$ cat config.mk
export PLATFORM = sky130hd
export DESIGN_NAME = id_ex_skid
export DESIGN_NICKNAME = d
export VERILOG_FILES = /design/src/rtl/id_ex_skid.sv
export SDC_FILE = /design/constraint.sdc
export NUM_CORES = 1
export LEC_CHECK = 0
export CORE_MARGIN = 2
export CORE_UTILIZATION = 46
export CTS_CLUSTER_SIZE = 12
export DETAILED_ROUTE_END_ITERATION = 8
export GPL_TIMING_DRIVEN = 0
export PLACE_DENSITY = 0.85
export SLEW_MARGIN = 25
export SYNTH_ARGS = -nofsm -noshare
export SYNTH_HDL_FRONTEND = slang
export SYNTH_SLANG_ARGS = --single-unit
$ cat constraint.sdc
create_clock -name clk -period 6 [get_ports clk]
set_clock_uncertainty 0.1 [all_clocks]
set_input_delay 1.5 -clock clk [delete_from_list [all_inputs] [get_ports clk]]
set_output_delay 1.5 -clock clk [all_outputs]
set_load 0.03 [all_outputs]
$ cat src/rtl/id_ex_skid.sv
// Decode-to-execute pipeline register with a two-entry skid; optional stall counter under ID_EX_STALL_CNT_EN.
// Latency: 1 cycle input to output, 1 transfer/cycle; all outputs registered.
// Backpressure: id_ready_o drops only when both slots hold data; flush empties both slots next cycle.
module id_ex_skid #(
    parameter int DATA_W    = 32,
    parameter int ALUOP_W   = 8,
    parameter int ALUSEL_W  = 3,
    parameter int REGADDR_W = 5,
    parameter int CNT_W     = 32
) (
    input  logic                 clk,
    input  logic                 rst,
    input  logic                 flush_i,
    input  logic                 id_valid_i,
    output logic                 id_ready_o,
    input  logic [ALUOP_W-1:0]   aluop_i,
    input  logic [ALUSEL_W-1:0]  alusel_i,
    input  logic [DATA_W-1:0]    reg1_i,
    input  logic [DATA_W-1:0]    reg2_i,
    input  logic [REGADDR_W-1:0] wd_i,
    input  logic                 wreg_i,
    output logic                 ex_valid_o,
    input  logic                 ex_ready_i,
    output logic [ALUOP_W-1:0]   ex_aluop_o,
    output logic [ALUSEL_W-1:0]  ex_alusel_o,
    output logic [DATA_W-1:0]    ex_reg1_o,
    output logic [DATA_W-1:0]    ex_reg2_o,
    output logic [REGADDR_W-1:0] ex_wd_o,
    output logic                 ex_wreg_o,
    output logic [CNT_W-1:0]     stall_cnt_o
);

    typedef struct packed {
        logic [ALUOP_W-1:0]   aluop;
        logic [ALUSEL_W-1:0]  alusel;
        logic [DATA_W-1:0]    reg1;
        logic [DATA_W-1:0]    reg2;
        logic [REGADDR_W-1:0] wd;
        logic                 wreg;
    } payload_t;

    typedef enum logic [1:0] {
        S_EMPTY = 2'd0,
        S_ONE   = 2'd1,
        S_FULL  = 2'd2
    } state_t;

    state_t   r_state;
    state_t   w_state_nxt;
    payload_t r_main;
    payload_t r_skid;
    payload_t w_main_nxt;
    payload_t w_skid_nxt;
    payload_t w_in;
    logic     r_ex_valid;
    logic     r_id_ready;
    logic     w_push;
    logic     w_pop;

    assign w_in   = '{aluop_i, alusel_i, reg1_i, reg2_i, wd_i, wreg_i};
    assign w_push = id_valid_i & r_id_ready;
    assign w_pop  = r_ex_valid & ex_ready_i;

    // Handshake outputs are decoded from the next state so they leave flops directly.
    always_ff @(posedge clk or posedge rst) begin
        if (rst) begin
            r_state    <= S_EMPTY;
            r_main     <= '0;
            r_skid     <= '0;
            r_ex_valid <= 1'b0;
            r_id_ready <= 1'b1;
        end else begin
            r_state    <= w_state_nxt;
            r_main     <= w_main_nxt;
            r_skid     <= w_skid_nxt;
            r_ex_valid <= (w_state_nxt != S_EMPTY);
            r_id_ready <= (w_state_nxt != S_FULL);
        end
    end

    // MAIN is zeroed whenever the stage empties so ex_* presents a NOP bubble.
    always_comb begin
        w_state_nxt = r_state;
        w_main_nxt  = r_main;
        w_skid_nxt  = r_skid;
        if (flush_i) begin
            w_state_nxt = S_EMPTY;
            w_main_nxt  = '0;
            w_skid_nxt  = '0;
        end else begin
            case (r_state)
                S_EMPTY: begin
                    if (w_push) begin
                        w_state_nxt = S_ONE;
                        w_main_nxt  = w_in;
                    end
                end
                S_ONE: begin
                    if (w_push && w_pop) begin
                        w_main_nxt = w_in;
                    end else if (w_push) begin
                        w_state_nxt = S_FULL;
                        w_skid_nxt  = w_in;
                    end else if (w_pop) begin
                        w_state_nxt = S_EMPTY;
                        w_main_nxt  = '0;
                    end
                end
                S_FULL: begin
                    if (w_pop) begin
                        w_state_nxt = S_ONE;
                        w_main_nxt  = r_skid;
                        w_skid_nxt  = '0;
                    end
                end
                default: begin
                    w_state_nxt = S_EMPTY;
                    w_main_nxt  = '0;
                    w_skid_nxt  = '0;
                end
            endcase
        end
    end

    assign id_ready_o  = r_id_ready;
    assign ex_valid_o  = r_ex_valid;
    assign ex_aluop_o  = r_main.aluop;
    assign ex_alusel_o = r_main.alusel;
    assign ex_reg1_o   = r_main.reg1;
    assign ex_reg2_o   = r_main.reg2;
    assign ex_wd_o     = r_main.wd;
    assign ex_wreg_o   = r_main.wreg;

`ifdef ID_EX_STALL_CNT_EN
    logic [CNT_W-1:0] r_stall_cnt;

    // Saturates rather than wraps; flush deliberately leaves it alone.
    always_ff @(posedge clk or posedge rst) begin
        if (rst) begin
            r_stall_cnt <= '0;
        end else if (r_ex_valid && !ex_ready_i && (r_stall_cnt != {CNT_W{1'b1}})) begin
            r_stall_cnt <= r_stall_cnt + 1'b1;
        end
    end

    assign stall_cnt_o = r_stall_cnt;
`else
    assign stall_cnt_o = '0;
`endif

endmodule
==> flow_summary.html <==
<table>
<tr><th>Metric</th><th>Value</th></tr>
<tr><th colspan="2">Status</th></tr>
<tr><td>Result of the run</td><td>finished, final reports clean</td></tr>
<tr><th colspan="2">CTS</th></tr>
<tr><td>H-tree depth</td><td>4</td></tr>
<tr><td>Clk Tree Root Cell</td><td>clkbuf_16</td></tr>
<tr><td>Clock sink total</td><td>about 170</td></tr>
<tr><td>Bufs on Longest Clock Path</td><td>2</td></tr>
<tr><td>Clock insertion delay at the later pin of the skew report</td><td>~0.43 ns</td></tr>
<tr><td>Clock slew at the register clock pins of the worst setup and hold paths</td><td>0.07 ns</td></tr>
<tr><td>Post-CTS Setup Inserts</td><td>0</td></tr>
<tr><td>Post-cts sizing count</td><td>0</td></tr>
<tr><td>Number of buffers added by the clock tree synthesis step</td><td>17</td></tr>
<tr><td>Hold_buf cts</td><td>0</td></tr>
<tr><td>TritonCTS clock tree</td><td>built</td></tr>
<tr><th colspan="2">Power</th></tr>
<tr><td>Fraction of power spent switching nets</td><td>34.1%</td></tr>
<tr><td>Internal power</td><td>2.23 mW</td></tr>
<tr><td>Clock Power Share</td><td>33.4%</td></tr>
<tr><td>Static Leak</td><td>4.62 nW</td></tr>
<tr><td>Areal power density over the cells</td><td>286 nW/um^2</td></tr>
<tr><td>Peak VDD IR</td><td>between 0.2 and 0.25 mV</td></tr>
<tr><td>Proportion of power drawn by flip-flops and latches</td><td>36.9%</td></tr>
<tr><td>Share of power burned in combinational logic</td><td>29.7%</td></tr>
<tr><td>Switch Pwr</td><td>between 1 and 1.5 mW</td></tr>
<tr><th colspan="2">STA</th></tr>
<tr><td>Final setup violation count</td><td>0</td></tr>
<tr><td>Maximum achievable frequency</td><td>0.277 GHz</td></tr>
<tr><td>Worst slew margin relative to its limit</td><td>22.9%</td></tr>
<tr><td>Worst Tran Pin Value</td><td>1.15 ns</td></tr>
<tr><td>Final hold vios</td><td>0</td></tr>
<tr><td>Final-layout setup total negative slack</td><td>0 ns</td></tr>
<tr><td>Final clock period utilization by the worst path</td><td>60.3%</td></tr>
<tr><td>Clock period minus final worst setup slack</td><td>3.62 ns</td></tr>
<tr><td>Max Slew Vio Count</td><td>0</td></tr>
<tr><td>RSZ-0062 raised after global routing</td><td>false</td></tr>
<tr><th colspan="2">Placement</th></tr>
<tr><td>Number of instances in the placed design</td><td>1,536</td></tr>
<tr><td>Dpl hpwl</td><td>19.1 mm</td></tr>
<tr><td>Placer Congestion</td><td>0.889</td></tr>
<tr><td>Number of I/O port buffers</td><td>between 150 and 200</td></tr>
<tr><th colspan="2">Detailed routing</th></tr>
<tr><td>Routed wire length</td><td>27.2 mm</td></tr>
<tr><td># DRC</td><td>0</td></tr>
<tr><td>Vias/cell</td><td>5.70</td></tr>
<tr><td>First-pass iteration count of the detailed router</td><td>5</td></tr>
<tr><td>Violation count after the first detailed-route iteration</td><td>808</td></tr>
<tr><td>Total via count after detailed routing</td><td>roughly 8,900</td></tr>
<tr><td>Wire length per cell</td><td>17.3 um</td></tr>
<tr><td>Post-detailed-route count of antenna-violating nets</td><td>0</td></tr>
<tr><th colspan="2">Synthesis</th></tr>
<tr><td>Fraction of the yosys area taken by sequential cells</td><td>46.1%</td></tr>
<tr><td>Primary FF master, synth</td><td>dfrtp_1</td></tr>
<tr><td>#FFs+latches synth</td><td>about 170</td></tr>
<tr><td>Total standard cell area after synthesis</td><td>9020 sq um</td></tr>
<tr><td>Dominant cell by count in the synthesized netlist</td><td>nand2_1</td></tr>
<tr><td>Average cell area after synthesis</td><td>~8.5 sq um</td></tr>
<tr><td>Fraction of synthesized cell area taken by the top area cell type</td><td>45.8%</td></tr>
<tr><td>Yosys top cell by area</td><td>dfrtp_1</td></tr>
<tr><td>Warnings, synthesis</td><td>0</td></tr>
<tr><td>Cell count after synthesis</td><td>1,067</td></tr>
<tr><td>Share of synthesized registers carrying an async set or reset</td><td>between 90% and 100%</td></tr>
<tr><td>Commonest cells in the netlist</td><td>nand2_1 (166), dfrtp_1 (165), a21oi_1 (164)</td></tr>
<tr><td>Distinct cell type count after synthesis</td><td>31</td></tr>
<tr><td>Post-synth EDFFs</td><td>0</td></tr>
<tr><td>Ranking of synthesized cells by area</td><td>dfrtp_1 (46%), a21oi_1 (9.1%), mux2i_1 (8.9%), o21ai_0 (8.2%), nand2_1 (6.9%)</td></tr>
<tr><th colspan="2">Worst setup path</th></tr>
<tr><td>Beginning of the critical path</td><td>ex_ready_i</td></tr>
<tr><td>FF-to-FF End</td><td>ex_reg1_o[14]</td></tr>
<tr><td>CP max-delay cell</td><td>nor3b_2</td></tr>
<tr><td>Critical Setup Path Class</td><td>primary input to flop</td></tr>
<tr><td>CP Launch Type</td><td>primary input</td></tr>
<tr><td>Required time reported for the critical path endpoint</td><td>6.25 ns</td></tr>
<tr><td>Arrival time worst endpoint</td><td>3.87 ns</td></tr>
<tr><td>Total stage count of the critical path</td><td>6</td></tr>
<tr><td>Kind of cell adding the most delay to the critical path</td><td>simple AND/OR/NAND/NOR gates</td></tr>
<tr><td>Setup slack of the worst register-to-register path</td><td>3.48 ns</td></tr>
<tr><td>CP Capture Type</td><td>flop</td></tr>
<tr><td>Worst reg2reg path startpoint</td><td>ex_valid_o</td></tr>
<tr><td>Cell breakdown of the critical path</td><td>clkdlybuf4s50_1 -&gt; and2_1 -&gt; nor3b_2 -&gt; clkbuf_1 -&gt; o21ai_1 -&gt; a21oi_1</td></tr>
<tr><td>CP max stage delay</td><td>around 0.94 ns</td></tr>
<tr><td>Number of cells on the worst reg-to-reg path</td><td>5</td></tr>
<tr><td>CP Capture Point</td><td>ex_reg1_o[14]</td></tr>
<tr><td>CP Max Fanout</td><td>10</td></tr>
<tr><td>Crit path buffers/inverters</td><td>2</td></tr>
<tr><th colspan="2">Finish</th></tr>
<tr><td>Area grow syn2layout</td><td>31.5%</td></tr>
<tr><td>Count of placed standard cells in the final layout, fillers left out</td><td>1,569</td></tr>
<tr><td>NumNets Final</td><td>~1,400</td></tr>
<tr><td>Fraction of final layout cells with drive strength greater than 1</td><td>under 10%</td></tr>
<tr><td>Final-layout fill cell count</td><td>between 1,500 and 2,000</td></tr>
<tr><th colspan="2">Floorplanning</th></tr>
<tr><td>Die Area</td><td>20,700 sq um</td></tr>
<tr><td>Die boundary width</td><td>144 um</td></tr>
<tr><td>Number of ports placed on the die boundary</td><td>201</td></tr>
<tr><td>Rows</td><td>51</td></tr>
<tr><td>Area inside the core boundary</td><td>19,300 sq um</td></tr>
<tr><td>Height of the die</td><td>about 140 um</td></tr>
<tr><td>Effective utilization at floorplan</td><td>46.6%</td></tr>
<tr><th colspan="2">Global route</th></tr>
<tr><td>First-pass GRT wire length</td><td>42.7 mm</td></tr>
<tr><td>Vias in the first global route</td><td>8,391</td></tr>
<tr><td>Total track usage</td><td>26.1%</td></tr>
<tr><td>Number of antenna violations at the first check in global routing</td><td>1</td></tr>
<tr><td>GRT overflow</td><td>0</td></tr>
<tr><td>Largest net degree at the start of global routing</td><td>32</td></tr>
<tr><th colspan="2">Job</th></tr>
<tr><td>Maxcap violations</td><td>0</td></tr>
<tr><th colspan="2">Hold path</th></tr>
<tr><td>Worst min-delay path class</td><td>flop to flop</td></tr>
</table>
how the worst min path moves through the flow:
stage / cells after the start / to / slack, ns / startpoint
final: 2 / r_skid[15] / 0.44 / r_skid[15]
after global placement: 2 / r_skid[27] / 0.43 / r_skid[27]
after global routing: 2 / ex_reg2_o[24] / 0.46 / ex_reg2_o[24]
after detailed placement: 2 / r_skid[11] / 0.43 / r_skid[11]
after floorplan: 2 / r_skid[0] / 0.42 / r_skid[0]
after CTS: 2 / r_skid[24] / 0.44 / r_skid[24]
cells by family after synthesis:
kind of cell | count (synthesis) | synth area share, %
simple gates | 257 | 12.2
compound gates | 414 | 24.5
buf+inv | 148 | 8.20
xor+xnor | 1 | 0.0971
mux | 80 | 8.88
other cells | 1 | 0.0416
flops | 166 | 46.1
power by group through the flow:
stage	logic, mW	clock network (mW)	registers, mW
after global placement	0.965	0	1.27
after CTS	0.995	1.13	1.25
after detailed placement	0.989	0	1.27
after floorplan	0.513	0	1.38
after global routing	1.08	1.19	1.26
final	1.01	1.13	1.25
metal layers:
metal	global-route usage (%)	share of wire [%]
met1	34.9	41
met2	42.6	49
met5	0	0
met3	4.77	6.9
met4	9.55	2.6
cell type report:
| cell class | instances | area, sq um | area share [%] |
|---|---|---|---|
| multi-input cells | 784 | 4250 | 35.8 |
| flip-flops and latches | 166 | 4160 | 35.0 |
| clock inverters | 12 | 154 | 1.30 |
| well taps | 265 | 332 | 2.80 |
| diodes | 1 | 2.50 | 0.0211 |
| inverters | 2 | 11.3 | 0.0949 |
| repair buffers | 173 | 1780 | 15.0 |
| plain buffers | 146 | 732 | 6.17 |
| clock buffers | 20 | 447 | 3.77 |
worst reg2reg max path, stage by stage, from the launching register on:
cell      delay (ns)
dfrtp_1         0.40
and2_1          0.24
nor3b_2         0.94
clkbuf_1        0.45
o21ai_1         0.15
a21oi_1         0.17
stage by stage:
stage	util [%]	setup slack (ns)	hold slack (ns)	area (sq um)	power (mW)
global route	61.3	2.30	0.463	11900	3.53
CTS	61.3	2.47	0.442	11900	3.38
finish	61.3	2.38	0.443	11900	3.39
detailed placement	58.2	2.05	0.434	11300	2.26
floorplan	-	2.29	0.417	9140	1.89
global placement	57.7	0.908	0.426	11200	2.23
sequential cells by signal (all words and copies together), names as in the netlist:
name / flops
ex_reg1_o: 32
ex_wd_o: 5
ex_aluop_o: 8
ex_reg2_o: 32
ex_wreg_o: 1
r_state: 2
id_ready_o: 1
r_skid: 81
ex_valid_o: 1
ex_alusel_o: 3
layout by cell type, fill, tap and decap left out, types with 2 or more instances in the layout:
master             n
clkdlybuf4s50_1  168
nand2_1          166
dfrtp_1          165
a21oi_1          164
o21ai_0          148
mux2i_1           80
nand3_1           80
o22ai_1           80
clkbuf_1          79
buf_4             39
conb_1            32
buf_2             22
clkbuf_16         17
o21ai_1           15
clkbuf_2           8
buf_12             5
clkinvlp_4         4
clkinv_4           3
clkinv_2           3
bufinv_16          3
and2_1             2
nor2_1             2
nand2b_1           2
(Power assumes the default switching activity.)
